File: src/rtl/ldm_stm_sequencer_if.sv
// Bundle between the LDM/STM sequencer and its surroundings: command inputs,
// data-memory port, register-file port and completion status.
// Optional abort input is present only when LDM_STM_ABORT_EN is defined.
interface ldm_stm_sequencer_if #(
  parameter int unsigned NREG = 16,
  parameter int unsigned AW   = 8,
  parameter int unsigned DW   = 32
);
  localparam int unsigned RW = $clog2(NREG);

  logic            start;
  logic            is_load;
  logic [AW-1:0]   base_addr;
  logic [NREG-1:0] reg_list;
`ifdef LDM_STM_ABORT_EN
  logic            abort;
`endif
  logic [AW-1:0]   mem_addr;
  logic [AW-1:0]   mem_i;
  logic            mem_en;
  logic            mem_load_en;
  logic            mem_store_en;
  logic [DW-1:0]   mem_wdata;
  logic [DW-1:0]   mem_rdata;
  logic [RW-1:0]   reg_rd_addr;
  logic [DW-1:0]   reg_rd_data;
  logic            reg_wr_en;
  logic [RW-1:0]   reg_wr_addr;
  logic [DW-1:0]   reg_wr_data;
  logic            busy;
  logic            done;
  logic [RW:0]     xfer_count;
  logic [AW-1:0]   wb_data;

  // Sequencer side
  modport master (
    input  start, is_load, base_addr, reg_list, mem_rdata, reg_rd_data,
`ifdef LDM_STM_ABORT_EN
    input  abort,
`endif
    output mem_addr, mem_i, mem_en, mem_load_en, mem_store_en, mem_wdata,
    output reg_rd_addr, reg_wr_en, reg_wr_addr, reg_wr_data,
    output busy, done, xfer_count, wb_data
  );

  // Decode / memory / register-file side
  modport slave (
    output start, is_load, base_addr, reg_list, mem_rdata, reg_rd_data,
`ifdef LDM_STM_ABORT_EN
    output abort,
`endif
    input  mem_addr, mem_i, mem_en, mem_load_en, mem_store_en, mem_wdata,
    input  reg_rd_addr, reg_wr_en, reg_wr_addr, reg_wr_data,
    input  busy, done, xfer_count, wb_data
  );
endinterface

File: src/rtl/ldm_stm_sequencer.sv
// Multi-register load/store sequencer: one block-transfer command becomes one
// single-word memory access per listed register, lowest register first.
// Access outputs are decoded from the current state so each listed register
// costs exactly one cycle. Define LDM_STM_ABORT_EN to add the abort input.
module ldm_stm_sequencer #(
  parameter int unsigned NREG = 16,
  parameter int unsigned AW   = 8
) (
  input logic                 clk,
  input logic                 rst,
  ldm_stm_sequencer_if.master bus
);
  localparam int unsigned RW = $clog2(NREG);
  localparam int unsigned CW = RW + 1;

  typedef enum logic [1:0] {S_IDLE, S_XFER, S_DONE} state_t;

  state_t          state_q, state_d;
  logic            load_q, load_d;
  logic [AW-1:0]   base_q, base_d;
  logic [NREG-1:0] list_q, list_d;
  logic [CW-1:0]   count_q, count_d;
  logic [RW-1:0]   cur_reg;
  logic            abort_c;

`ifdef LDM_STM_ABORT_EN
  assign abort_c = bus.abort;
`else
  assign abort_c = 1'b0;
`endif

  // State and latched command registers
  always_ff @(posedge clk or negedge rst) begin
    if (!rst) begin
      state_q <= S_IDLE;
      load_q  <= 1'b0;
      base_q  <= '0;
      list_q  <= '0;
      count_q <= '0;
    end else begin
      state_q <= state_d;
      load_q  <= load_d;
      base_q  <= base_d;
      list_q  <= list_d;
      count_q <= count_d;
    end
  end

  // Lowest set bit of the remaining register list
  always_comb begin
    cur_reg = '0;
    for (int i = NREG - 1; i >= 0; i--) begin
      if (list_q[i]) cur_reg = RW'(i);
    end
  end

  // Next state, latched-command updates and decoded outputs
  always_comb begin
    state_d          = state_q;
    load_d           = load_q;
    base_d           = base_q;
    list_d           = list_q;
    count_d          = count_q;
    bus.mem_addr     = '0;
    bus.mem_i        = '0;
    bus.mem_en       = 1'b0;
    bus.mem_load_en  = 1'b0;
    bus.mem_store_en = 1'b0;
    bus.mem_wdata    = '0;
    bus.reg_rd_addr  = '0;
    bus.reg_wr_en    = 1'b0;
    bus.reg_wr_addr  = '0;
    bus.reg_wr_data  = '0;
    bus.busy         = 1'b0;
    bus.done         = 1'b0;
    bus.xfer_count   = '0;
    bus.wb_data      = '0;

    case (state_q)
      S_IDLE: begin
        if (bus.start) begin
          load_d  = bus.is_load;
          base_d  = bus.base_addr;
          list_d  = bus.reg_list;
          count_d = '0;
          state_d = (bus.reg_list == '0) ? S_DONE : S_XFER;
        end
      end
      S_XFER: begin
        bus.busy = 1'b1;
        if (abort_c) begin
          state_d = S_DONE;
        end else begin
          bus.mem_en   = 1'b1;
          bus.mem_addr = base_q;
          bus.mem_i    = AW'(count_q);
          if (load_q) begin
            bus.mem_load_en = 1'b1;
            bus.reg_wr_en   = 1'b1;
            bus.reg_wr_addr = cur_reg;
            bus.reg_wr_data = bus.mem_rdata;
          end else begin
            bus.mem_store_en = 1'b1;
            bus.reg_rd_addr  = cur_reg;
            bus.mem_wdata    = bus.reg_rd_data;
          end
          list_d  = list_q & (list_q - NREG'(1));
          count_d = count_q + CW'(1);
          if ((list_q & (list_q - NREG'(1))) == '0) state_d = S_DONE;
        end
      end
      S_DONE: begin
        bus.busy       = 1'b1;
        bus.done       = 1'b1;
        bus.xfer_count = count_q;
        bus.wb_data    = base_q + AW'(count_q);
        state_d        = S_IDLE;
      end
      default: state_d = S_IDLE;
    endcase
  end
endmodule

File: src/flat_wrapper.sv
// flat-port wrapper written by rule: the top's interface ports become plain ports
module ldm_stm_sequencer_flat 
#(
  parameter int unsigned NREG = 16,
  parameter int unsigned AW   = 8
)
  (clk, rst, bus_start, bus_is_load, bus_base_addr, bus_reg_list, bus_mem_rdata, bus_reg_rd_data, bus_mem_addr, bus_mem_i, bus_mem_en, bus_mem_load_en, bus_mem_store_en, bus_mem_wdata, bus_reg_rd_addr, bus_reg_wr_en, bus_reg_wr_addr, bus_reg_wr_data, bus_busy, bus_done, bus_xfer_count, bus_wb_data);
  ldm_stm_sequencer_if #(.NREG(NREG), .AW(AW)) bus_i ();
  input logic clk;
  input logic rst;
  input wire logic [$bits(bus_i.start)-1:0] bus_start;
  input wire logic [$bits(bus_i.is_load)-1:0] bus_is_load;
  input wire logic [$bits(bus_i.base_addr)-1:0] bus_base_addr;
  input wire logic [$bits(bus_i.reg_list)-1:0] bus_reg_list;
  input wire logic [$bits(bus_i.mem_rdata)-1:0] bus_mem_rdata;
  input wire logic [$bits(bus_i.reg_rd_data)-1:0] bus_reg_rd_data;
  output wire logic [$bits(bus_i.mem_addr)-1:0] bus_mem_addr;
  output wire logic [$bits(bus_i.mem_i)-1:0] bus_mem_i;
  output wire logic [$bits(bus_i.mem_en)-1:0] bus_mem_en;
  output wire logic [$bits(bus_i.mem_load_en)-1:0] bus_mem_load_en;
  output wire logic [$bits(bus_i.mem_store_en)-1:0] bus_mem_store_en;
  output wire logic [$bits(bus_i.mem_wdata)-1:0] bus_mem_wdata;
  output wire logic [$bits(bus_i.reg_rd_addr)-1:0] bus_reg_rd_addr;
  output wire logic [$bits(bus_i.reg_wr_en)-1:0] bus_reg_wr_en;
  output wire logic [$bits(bus_i.reg_wr_addr)-1:0] bus_reg_wr_addr;
  output wire logic [$bits(bus_i.reg_wr_data)-1:0] bus_reg_wr_data;
  output wire logic [$bits(bus_i.busy)-1:0] bus_busy;
  output wire logic [$bits(bus_i.done)-1:0] bus_done;
  output wire logic [$bits(bus_i.xfer_count)-1:0] bus_xfer_count;
  output wire logic [$bits(bus_i.wb_data)-1:0] bus_wb_data;
  assign bus_i.start = bus_start;
  assign bus_i.is_load = bus_is_load;
  assign bus_i.base_addr = bus_base_addr;
  assign bus_i.reg_list = bus_reg_list;
  assign bus_i.mem_rdata = bus_mem_rdata;
  assign bus_i.reg_rd_data = bus_reg_rd_data;
  assign bus_mem_addr = bus_i.mem_addr;
  assign bus_mem_i = bus_i.mem_i;
  assign bus_mem_en = bus_i.mem_en;
  assign bus_mem_load_en = bus_i.mem_load_en;
  assign bus_mem_store_en = bus_i.mem_store_en;
  assign bus_mem_wdata = bus_i.mem_wdata;
  assign bus_reg_rd_addr = bus_i.reg_rd_addr;
  assign bus_reg_wr_en = bus_i.reg_wr_en;
  assign bus_reg_wr_addr = bus_i.reg_wr_addr;
  assign bus_reg_wr_data = bus_i.reg_wr_data;
  assign bus_busy = bus_i.busy;
  assign bus_done = bus_i.done;
  assign bus_xfer_count = bus_i.xfer_count;
  assign bus_wb_data = bus_i.wb_data;
  ldm_stm_sequencer #(.NREG(NREG), .AW(AW)) u_core (.clk(clk), .rst(rst), .bus(bus_i));
endmodule
File: config.mk
export PLATFORM = sky130hd
export DESIGN_NAME = ldm_stm_sequencer_flat
export DESIGN_NICKNAME = d
export VERILOG_FILES = /design/src/rtl/ldm_stm_sequencer_if.sv /design/src/rtl/ldm_stm_sequencer.sv /design/src/flat_wrapper.sv
export SDC_FILE = /design/constraint.sdc
export NUM_CORES = 1
export LEC_CHECK = 0
export ABC_AREA = 0
export BUFFER_PORTS_ARGS = -buffer_cell sky130_fd_sc_hd__buf_2
export CAP_MARGIN = 20
export CORE_AREA = 2 2 80 101
export CTS_BUF_LIST = sky130_fd_sc_hd__clkbuf_8
export DETAILED_ROUTE_END_ITERATION = 10
export DIE_AREA = 0 0 82 103
export MAX_ROUTING_LAYER = met4
export PLACE_DENSITY = 0.9
export SYNTH_ARGS = -nofsm -noshare
export SYNTH_HDL_FRONTEND = slang
export SYNTH_SLANG_ARGS = --single-unit
File: constraint.sdc
create_clock -name clk -period 2.36 [get_ports clk]
set_input_delay 0.708 -clock clk [delete_from_list [all_inputs] [get_ports clk]]
set_output_delay 0.708 -clock clk [all_outputs]
set_load 0.005 [all_outputs]
==> results_dict.tcl <==
set metrics [dict create \
    design.core.area_mm2 0.00757 \
    netlist_instances 354 \
    layout_common_cells "buf_2 (195), and2_1 (56), buf_4 (52)" \
    required_ns 1.65 \
    antenna_found_initial 0 \
    synth_xor_area_frac 0.0247 \
    crit_fanout 2 \
    drive_above_1_share 0.518 \
    fp.dieH_um 103 \
    grt_max_degree 35 \
    vias 3566 \
    cts_sinks 32 \
    failed_checks "setup timing" \
    total_leakage_power_nw 2.59 \
    htreeDepth 2 \
    async_reset_ff_frac 1.00 \
    syn_to_final_growth_pct 61.0 \
    synthMuxAreaShare 0.0464 \
    ctsRootBufferMaster "clkbuf_8" \
    drtAntennaViolNets 0 \
    drt-total-wl_um 10400 \
    rows 36 \
    fin_skew_ns 0.00934 \
    pre_cts_ws_ns -0.142 \
    start_kind "flip-flop" \
    yosysSeqAreaShare 0.283 \
    grt_pass1_wl_um 15100 \
    crit_type "reg2out" \
    fin_cells 684 \
    wl_per_cell_um 15.2 \
    synth.area.top_cells "dfrtp_1 (28%), and2_1 (12%), and3_1 (7.1%)" \
    drc 0 \
    place_congestion 0.942 \
    synth_compound_area_frac 0.190 \
    power.density_mw_per_mm2 1210 \
    synth-main-ff-cell "dfrtp_1" \
    dp_cells 656 \
    yosysTopAreaCell "dfrtp_1" \
    critPathArrivalTime_ns 2.10 \
    nFillCells 671 \
    max_freq_mhz 356 \
    antenna_cells 0 \
    hold_ws_ns 0.485 \
    drv_cap 0 \
    grt_pass1_vias 3248 \
    die_area_mm2 0.00845 \
    crit_path_end_kind "primary output" \
    ios 199 \
    drt_iter0_drc 268 \
    setup_slack_ns -0.451 \
    synth_edf_count 0 \
    start_util 0.374 \
    worst_pin_slew_ns 0.766 \
    multi_input_comb_area_mm2 0.00205 \
    path_clk_slew_ns 0.07 \
    nets 690 \
    synth_fa_ha_area_frac 0.0539 \
    synth_top_family_by_area "simple AND/OR/NAND/NOR gates" \
    yosysTopAreaCellShare 0.283 \
    hold_viol 0 \
    fin_crit_sh 1.19 \
    drv_slew 0 \
    setup_viol 15 \
    cts_tree "yes" \
    hold_class "in2async" \
    vdd_drop_max_v 0.000717 \
    rsz0062_at_grt "yes" \
    tns_ns -3.66 \
    dp.final_hpwl_um 7550 \
    vias_per_cell 5.21 \
    numCtsBuffers 5 \
    die_x_um 82 \
    grt_overflow 0 \
    status "complete, but fails checks" \
    worstSkewPairLatency_ns 0.29 \
    clockBufferDepth 2 \
    drtPass1Iterations 4 \
    syn_area_mm2 0.00283 \
    final-seq-area_um2 805 \
    gr-usage-all-layers 0.235 \
    synth_cell_types 50 \
    io_buffers 195 \
    avgSynthCellArea_um2 8.00 \
    yosysWarnings 0 \
    ys_ff_latch 32 \
    synth_simple_gate_area_share 0.339 \
    fin_crit_ns 2.81 \
    final_common_cell "buf_2" \
    maxSlewHeadroom 0.489 \
    power_mw 5.51 \
]
timing repair:
item,in CTS,in global routing
buffers inserted,13,7
hold buffers,0,0
resized for setup,29,14
pin swaps,22,18
gates cloned,1,0
setup endpoints to repair,49,51
area by class of cell:
class	count	area share
inverter	12	0.00988
sequential	32	0.176
clock inverter	3	0.00851
multi-input combinational	285	0.450
timing repair buffer	252	0.314
tap	95	0.0261
clock buffer	5	0.0151
worst paths after layout:
| kind | startpoint | to | slack [ns] | cells after the start |
|---|---|---|---|---|
| min | rst | u_core.count_q[2] | 0.48 | 1 |
| min reg2reg | u_core.base_q[3] | u_core.base_q[3] | 0.55 | 1 |
| max reg2reg | u_core.list_q[0] | u_core.state_q[0] | -0.02 | 6 |
| min in group clk | u_core.base_q[3] | u_core.base_q[3] | 0.55 | 1 |
| max in group asynchronous | rst | u_core.list_q[12] | 1.34 | 1 |
| max | u_core.count_q[0] | bus_wb_data[6] | -0.45 | 9 |
logic make-up (layout without fill, tap and decap cells):
logic type / count (synthesis) / in the layout
AND/OR/NAND/NOR: 165 / 166
multiplexers: 12 / 12
other: 1 / 3
AO/OA/AOI/OAI: 84 / 84
adder cells (fa/ha/maj): 12 / 12
buffers and inverters: 40 / 272
XOR/XNOR: 8 / 8
flip-flops: 32 / 32
metrics by stage:
step           cell area, µm²  utilization
5_1_grt                  4560        0.603
4_1_cts                  4450        0.588
3_3_place_gp             4100        0.542
3_5_place_dp             4100        0.542
2_1_floorplan            2850            -
6_report                 4560        0.603
registers in the layout, indices dropped and copies added, names as in the netlist:
register        flops
u_core.list_q      16
u_core.base_q       8
u_core.count_q      5
u_core.state_q      2
u_core.load_q       1
metal layers:
metal | part of all wire | vias to the layer above | GRT usage
li1 | - | 1702 | -
met1 | 0.38 | 1663 | 0.273
met2 | 0.52 | 185 | 0.416
met3 | 0.082 | 16 | 0.0280
met4 | 0.017 | 0 | 0.0808
met5 | 0 | - | -
critical path: stages (launching register included):
cell and delay [ns]:
dfrtp_1 0.38, ha_2 0.20, fa_2 0.34, a21o_1 0.17, a21oi_2 0.13, nor2b_1 0.07, o21ai_1 0.14, xnor2_1 0.13
and2_1 0.13, buf_2 0.10
synthesized netlist by cell type, types with 2 or more instances:
cell,instances
nor2b_1,12
and3_1,32
o21ai_0,24
or3_1,4
nor3_1,3
o21bai_1,2
o22ai_1,4
a21o_1,4
and2_1,56
clkbuf_1,22
o21a_1,3
inv_1,12
xor2_1,5
a2bb2oi_1,3
nor2_1,22
nand2_1,14
o31a_1,2
nor4_1,7
nand4_1,3
o41ai_2,2
ha_1,9
o31ai_1,3
a21boi_0,3
or4_1,2
mux2_2,9
a22o_1,3
nand2b_1,4
a21oi_1,24
maj3_1,2
mux2i_1,3
buf_4,4
dfrtp_1,32
xnor2_1,3
power by group:
part	internal (mW)	switching (mW)
Sequential	0.794	0.233
Clock	0.309	0.222
Combinational	1.94	2.00
Note: power is estimated with default switching activity, not from simulation.
